`src/rtl/vga_display_pipe.sv`:
```
// Character-mode pixel pipeline behind vgatimer: tile lookup, bitmap fetch,
// blinking block cursor, realigned syncs and a per-frame tick.
module vga_display_pipe #(
    parameter int XBITS        = 10,
    parameter int YBITS        = 10,
    parameter int CODEBITS     = 4,
    parameter int COLS         = 40,
    parameter int ROWS         = 30,
    parameter int BLINK_FRAMES = 30
) (
    input  logic                  clk,
    input  logic                  resetn,
    input  logic [XBITS-1:0]      x,
    input  logic [YBITS-1:0]      y,
    input  logic                  hsync_in,
    input  logic                  vsync_in,
    input  logic                  activevideo_in,
    output logic [10:0]           smem_addr,
    input  logic [CODEBITS-1:0]   smem_data,
    output logic [CODEBITS+7:0]   bmem_addr,
    input  logic [11:0]           bmem_data,
    input  logic                  cursor_en,
    input  logic [5:0]            cursor_col,
    input  logic [4:0]            cursor_row,
    output logic [3:0]            red,
    output logic [3:0]            green,
    output logic [3:0]            blue,
    output logic                  hsync,
    output logic                  vsync,
    output logic                  frame_tick
);

    localparam int CNTW = (BLINK_FRAMES > 1) ? $clog2(BLINK_FRAMES) : 1;
    localparam logic [CNTW-1:0] CNT_MAX = CNTW'(BLINK_FRAMES - 1);
    localparam logic [5:0] COLS_W = 6'(COLS);
    localparam logic [4:0] ROWS_W = 5'(ROWS);

    logic [5:0]  w_col;
    logic [4:0]  w_row;
    logic [3:0]  w_xoff;
    logic [3:0]  w_yoff;
    logic [10:0] w_row_ext;
    logic [10:0] w_tile_addr;
    logic        w_hit;
    logic        w_fall;
    logic        w_unused_ybits;

    logic [3:0]  r_s1_xoff;
    logic [3:0]  r_s1_yoff;
    logic        r_s1_hs;
    logic        r_s1_vs;
    logic        r_s1_act;
    logic        r_s1_hit;

    logic        r_s2_hs;
    logic        r_s2_vs;
    logic        r_s2_act;
    logic        r_s2_hit;

    logic [11:0] r_rgb;
    logic        r_hs;
    logic        r_vs;

    logic            r_vs_prev;
    logic            r_frame_tick;
    logic [CNTW-1:0] r_blink_cnt;
    logic            r_blink_phase;

    assign w_col  = x[9:4];
    assign w_row  = y[8:4];
    assign w_xoff = x[3:0];
    assign w_yoff = y[3:0];
    assign w_unused_ybits = ^y[YBITS-1:9];

    // row*40 built from two shifts; col is added on top
    assign w_row_ext   = {6'b0, w_row};
    assign w_tile_addr = (w_row_ext << 5) + (w_row_ext << 3) + {5'b0, w_col};
    assign smem_addr   = activevideo_in ? w_tile_addr : 11'd0;

    // out-of-range cursor positions never match any tile
    assign w_hit = cursor_en
                 && (cursor_col < COLS_W) && (cursor_row < ROWS_W)
                 && (w_col == cursor_col) && (w_row == cursor_row);

    assign bmem_addr = {smem_data, r_s1_yoff, r_s1_xoff};

    assign w_fall = r_vs_prev & ~vsync_in;

    // stage 1: hold pixel offsets and control while screen memory reads
    always_ff @(posedge clk) begin
        if (!resetn) begin
            r_s1_xoff <= 4'd0;
            r_s1_yoff <= 4'd0;
            r_s1_hs   <= 1'b1;
            r_s1_vs   <= 1'b1;
            r_s1_act  <= 1'b0;
            r_s1_hit  <= 1'b0;
        end else begin
            r_s1_xoff <= w_xoff;
            r_s1_yoff <= w_yoff;
            r_s1_hs   <= hsync_in;
            r_s1_vs   <= vsync_in;
            r_s1_act  <= activevideo_in;
            r_s1_hit  <= w_hit;
        end
    end

    // stage 2: carry control while bitmap memory reads
    always_ff @(posedge clk) begin
        if (!resetn) begin
            r_s2_hs  <= 1'b1;
            r_s2_vs  <= 1'b1;
            r_s2_act <= 1'b0;
            r_s2_hit <= 1'b0;
        end else begin
            r_s2_hs  <= r_s1_hs;
            r_s2_vs  <= r_s1_vs;
            r_s2_act <= r_s1_act;
            r_s2_hit <= r_s1_hit;
        end
    end

    // stage 3: blank, apply inverted cursor, register pins
    always_ff @(posedge clk) begin
        if (!resetn) begin
            r_rgb <= 12'd0;
            r_hs  <= 1'b1;
            r_vs  <= 1'b1;
        end else begin
            if (!r_s2_act)
                r_rgb <= 12'd0;
            else if (r_s2_hit && r_blink_phase)
                r_rgb <= ~bmem_data;
            else
                r_rgb <= bmem_data;
            r_hs <= r_s2_hs;
            r_vs <= r_s2_vs;
        end
    end

    // frame tick on vsync falling edge and cursor blink timebase
    always_ff @(posedge clk) begin
        if (!resetn) begin
            r_vs_prev     <= 1'b1;
            r_frame_tick  <= 1'b0;
            r_blink_cnt   <= '0;
            r_blink_phase <= 1'b0;
        end else begin
            r_vs_prev    <= vsync_in;
            r_frame_tick <= w_fall;
            if (w_fall) begin
                if (r_blink_cnt == CNT_MAX) begin
                    r_blink_cnt   <= '0;
                    r_blink_phase <= ~r_blink_phase;
                end else begin
                    r_blink_cnt <= r_blink_cnt + 1'b1;
                end
            end
        end
    end

    assign red        = r_rgb[11:8];
    assign green      = r_rgb[7:4];
    assign blue       = r_rgb[3:0];
    assign hsync      = r_hs;
    assign vsync      = r_vs;
    assign frame_tick = r_frame_tick;

endmodule

```
`config.mk`:
```
export PLATFORM = sky130hd
export DESIGN_NAME = vga_display_pipe
export DESIGN_NICKNAME = d
export VERILOG_FILES = /design/src/rtl/vga_display_pipe.sv
export SDC_FILE = /design/constraint.sdc
export NUM_CORES = 1
export LEC_CHECK = 0
export CORE_ASPECT_RATIO = 0.6
export CORE_MARGIN = 3
export CORE_UTILIZATION = 35
export CTS_CLUSTER_DIAMETER = 80
export DETAILED_ROUTE_END_ITERATION = 7
export GPL_TIMING_DRIVEN = 0
export PLACE_DENSITY_LB_ADDON = 0.25
export SLEW_MARGIN = 10
export SYNTH_ARGS = -nofsm -noshare
export SYNTH_HDL_FRONTEND = slang
export SYNTH_SLANG_ARGS = --single-unit
```
`constraint.sdc`:
```
create_clock -name clk -period 2.1 [get_ports clk]
set_clock_uncertainty 0.1 [all_clocks]
set_input_delay 0.21 -clock clk [delete_from_list [all_inputs] [get_ports clk]]
set_output_delay 0.21 -clock clk [all_outputs]
set_load 0.01 [all_outputs]
```
Yosys cells after proc, flatten, opt, wreduce, memory -nomap -nowiden
Cells that the tools add are included.
{"block": "word_totals", "ff_bits": 37, "latch_bits": 0, "ram_bits": 0, "mem_bits_ro": 0, "input_bits": 53, "out_inout_bits": 38, "mem_count": 0}
{"block": "classes", "n_addsub": 3, "mul": 0, "div_mod_pow": 0, "n_lt_le_gt_ge": 2, "n_eq_ne": 3, "shifts": 0, "mux": 3, "bitwise": 4, "reduce_logical": 7}
{"operator": "2-to-1 mux 12 bit", "count": 1}
{"operator": "inverter 12 bit", "count": 1}
{"operator": "adder 10 x 8 -> 11 bit", "count": 1}
{"operator": "adder 11 x 6 -> 11 bit", "count": 1}
{"operator": "2-to-1 mux 11 bit", "count": 1}
{"operator": "== test 6 bit", "count": 1}
{"operator": "less-than comparator 6 bit (second input constant)", "count": 1}
{"operator": "adder 5 x 1 -> 5 bit (second input constant)", "count": 1}
{"operator": "== test 5 bit", "count": 1}
{"operator": "== test 5 bit (second input constant)", "count": 1}
{"operator": "logical AND 1 bit", "count": 5}
{"operator": "less-than comparator 5 bit (second input constant)", "count": 1}
{"operator": "2-to-1 mux 5 bit", "count": 1}
{"operator": "AND reduction 2 bit", "count": 2}
{"operator": "inverter 1 bit", "count": 2}
{"operator": "bitwise AND 1 bit", "count": 1}

Depth between registers and ports, before layout
Gate-level depths: netlist (run 1).
{"block": "depth", "word_depth": 5, "depth_mapped": 8, "depth_no_buf": 8}

Worst setup path before layout (run 1)
Ideal clock, no wire load.
{"block": "synth_path", "path_kind": "input -> output", "startpoint": "input port y[4]", "endpoint": "output port smem_addr[9]", "arrival_time_ns": 1.931, "path_slack_ns": -0.141, "cell_stages": 8, "n_path_buf": 0, "cell_sequence": "inv_1 -> fa_1 -> inv_1 -> ha_1 -> a211oi_2 -> nor2_1 -> o41ai_1 -> a311o_1"}
{"block": "synth_via", "elab_chain_cells": 3}
{"element": "start: declaration", "line": "14", "source": "input logic [YBITS-1:0] y,"}
{"element": "adder 10 x 8 -> 11 bit", "line": "77", "source": "assign w_tile_addr = (w_row_ext << 5) + (w_row_ext << 3) + {5'b0, w_col};"}
{"element": "adder 11 x 6 -> 11 bit", "line": "77"}
{"element": "2-to-1 mux 11 bit", "line": "78", "source": "assign smem_addr = activevideo_in ? w_tile_addr : 11'd0;"}
{"element": "end: declaration", "line": "18", "source": "output logic [10:0] smem_addr,"}
No other way between the ends.

Worst setup path after layout (run 1)
Ends and elaborated chain as after synthesis.

==> results of run 1 <==
[per-stage QoR]
stage          hold WS [ns]  TNS, ns   util
2_1_floorplan         0.183  -0.0490      -
3_3_place_gp          0.289    -6.40  0.570
3_5_place_dp          0.297    -6.43  0.570
4_1_cts               0.175   -0.538  0.622
5_1_grt               0.188    -1.04  0.629
6_report              0.181   -0.833  0.629
[worst reg2reg max path, delay by kind of cell, from the launching register on]
family | cells | cell delay [ns]
simple gates | 3 | 0.60
flops | 1 | 0.35
xor+xnor | 1 | 0.15
[what timing repair did]
| item | CTS | global route |
|---|---|---|
| hold buffers | 0 | 0 |
| gates resized for setup | 74 | 9 |
| setup buffers | 8 | 3 |
| endpoints found under the setup margin | 7 | 5 |
| endpoints found under the hold margin | 0 | 0 |
| pin swaps | 13 | 7 |
[cell families after synthesis]
kind of cell | count (synthesis)
XOR/XNOR | 26
AND/OR/NAND/NOR | 72
buffers and inverters | 19
flip-flops | 37
AO/OA/AOI/OAI | 14
adder cells (fa/ha/maj) | 13
[flip-flops by register name, summed over array words and instances, names as in the netlist]
signal         flops
r_s1_xoff          4
r_s2_hit           1
r_s2_vs            1
r_blink_phase      1
r_s2_act           1
hsync              1
r_s1_hs            1
r_rgb             12
r_vs_prev          1
vsync              1
r_s2_hs            1
r_blink_cnt        5
r_s1_hit           1
frame_tick         1
r_s1_yoff          4
r_s1_act           1
[where the power goes]
group,internal (mW),switching (mW)
Sequential,0.725,0.00982
Clock,0.387,0.245
Combinational,0.253,0.178
Total,1.36,0.432
[worst paths after layout]
kind | endpoint | slack (ns) | from
setup / recovery | smem_addr[9] | -0.23 | y[4]
hold / removal | r_s1_act | 0.18 | activevideo_in
setup reg to reg | r_blink_cnt[3] | 0.80 | r_vs_prev
hold reg to reg | hsync | 0.31 | r_s2_hs
[layer usage]
metal	vias to the layer above	wire (um)
met5	-	0
met4	0	42
met3	4	320
met2	53	1960
met1	659	2290
li1	788	-
[synthesized netlist by cell type, types with 2 or more instances]
cell type  number
nand2b_1        6
o21ai_0         3
buf_4           4
nand2_1         8
xnor2_1         7
nor2b_1         3
nor2_1         21
nor3_1          4
nand4_1         2
ha_1           11
and2_1         18
nand3_1         3
clkbuf_1        3
buf_2           2
fa_1            2
a211oi_1        3
xor2_1         19
dfxtp_1        37
inv_1          10
[placed cells by master (no fill, tap or decap), types with 2 or more instances in the layout]
cell / Yosys / routed
xor2_1: 19 / 19
clkdlybuf4s50_1: 0 / 70
nand3_1: 3 / 3
nor2_1: 21 / 20
buf_2: 2 / 8
inv_1: 10 / 6
a211oi_1: 3 / 3
nand4_1: 2 / 2
o21ai_0: 3 / 2
buf_6: 0 / 2
nor3_2: 1 / 3
buf_4: 4 / 14
dfxtp_1: 37 / 37
buf_8: 0 / 2
nand2_1: 8 / 8
ha_4: 0 / 6
inv_2: 0 / 2
clkbuf_1: 3 / 4
fa_2: 0 / 2
clkbuf_8: 0 / 6
xnor2_1: 7 / 7
ha_1: 11 / 5
nor3_1: 4 / 2
nand2b_1: 6 / 6
and2_1: 18 / 18
nor2b_1: 3 / 2
inv_4: 0 / 2
clkbuf_2: 0 / 2
[area by class of cell]
type                    count  area share
multi-input cells         125       0.346
repair buffers             94       0.303
flip-flops and latches     37       0.253
clock buffers               7      0.0294
well taps                  63      0.0269
plain buffers               9      0.0175
inverters                  10      0.0145
clock inverters             1      0.0102
==> impl_metrics.ini, run 1 <==
[logic_synthesis]
yosysWarnings = 0
ys_types = 34
ys.flop_type = dfxtp_1
yosysTopAreaCellShare = 0.431
synth_top_cell_by_area = dfxtp_1
synthTopCellsByArea = dfxtp_1, xor2_1, ha_1
ys_async_sr_fraction = 0
avgSynthCellArea_sq_um = 9.50
syn_inst = 181
ys_ff_latch = 37
synthMuxAreaShare = 0
synth_fa_ha_area_frac = 0.103
synth_simple_gate_area_share = 0.222
synth_compound_area_frac = 0.0604
ys_seq_area_frac = 0.431
syn-cell-area_sq_um = 1720
synth-xor-area-share = 0.132
synth_edf_count = 0
synth_top_family_by_area = simple AND/OR/NAND/NOR gates
synth_nets = 247

[cts]
cts_tree = built
clock_sinks = 37
cts_root_buffer = clkbuf_8
clkTransAtPathRegs_ns = 0.07
h-tree-depth = 2
cts_buffers = 5
cts_buffer_depth = 2
clk_latency_ns = 0.29

[timing]
fmax_mhz = 429
post-route-min-period_ns = 2.33
finalCritPeriodShare = 1.11
worstMarginPinSlew_ns = 0.443
maxSlewViolCount = 0
setup_viol_count_final = 5
relSlewSlack = 0.704
rsz0062_at_grt = true
finalHoldViolations = 0
setup_ws_ns = -0.233

[floorplanning]
start_util = 0.369
core_sq_um = 4660
dieArea_sq_um = 5820
rows = 19
die_w_um = 96.5
fp.dieH_um = 60.3
io_pins = 91

[global_route]
overflow = 0
top_usage_layer = met1
grt_max_degree = 12
use_met1 = 0.239
grtUsageMet3 = 0.0528
antenna_found_initial = 0
grt_pass1_wl_um = 7140
grt_usage = 0.165
grtUsageMet2 = 0.236
grt_pass1_vias = 1482

[run]
drv_cap = 0

[critical_path]
path_delay_family = adder cells
end_kind = output pin
required_ns = 1.79
crit_path_max_fanout = 2
worstSetupPathType = in -> out
critPathArrivalTime_ns = 2.02
max_stage_delay_ns = 0.58
path_buf_inv = 4
cp_num_cells = 10
crit_path_cell_trace = buf_8, inv_4, fa_2, inv_2, ha_4, a211oi_4, or3_1, o41ai_2, a311o_1, buf_2
crit_slowest_cell = fa_2
worstSetupStartpointType = input port
ff2ff_path_depth = 4

[placed_design]
dpl-instance-area_sq_um = 2660
io_buffers = 84
gp_congestion = 0.802
dp_cells = 328
hpwlAfterDp_um = 3430
place_ws_ns = -1.21

[drt]
drt_iter0_drc = 28
via_per_inst = 4.35
wirelength_um = 4610
drcViolationCount = 0
vias = 1504
antenna_left = 0
dr.pass1.iters = 4
wl_per_cell_um = 13.3

[final_layout]
fin_area_sq_um = 2930
syn_to_final_growth_pct = 70.4
drive_above_1_share = 0.205
multi_input_area_sq_um = 1010
final.fill_count = 414
fin_cells = 346
n_antenna_cell = 0
final_net_count = 348
regArea_sq_um = 741

[power_and_ir_drop]
p_total_mw = 1.80
p_leak_nw = 1.17
power_density_nw_per_um2 = 613
ir_drop_v = 0.000318

[hold_path]
holdPathStages = 2
hp-class = in -> reg

[run_status]
violations = setup timing
outcome = complete, but fails checks
(Power assumes the default switching activity.)
==> run 2: changes to the inputs <==
Settings changed: CTS_CLUSTER_SIZE from default to 8.
==> results of run 2 <==
Same layout as run 1: the final DEF is identical, and so are final timing and power.
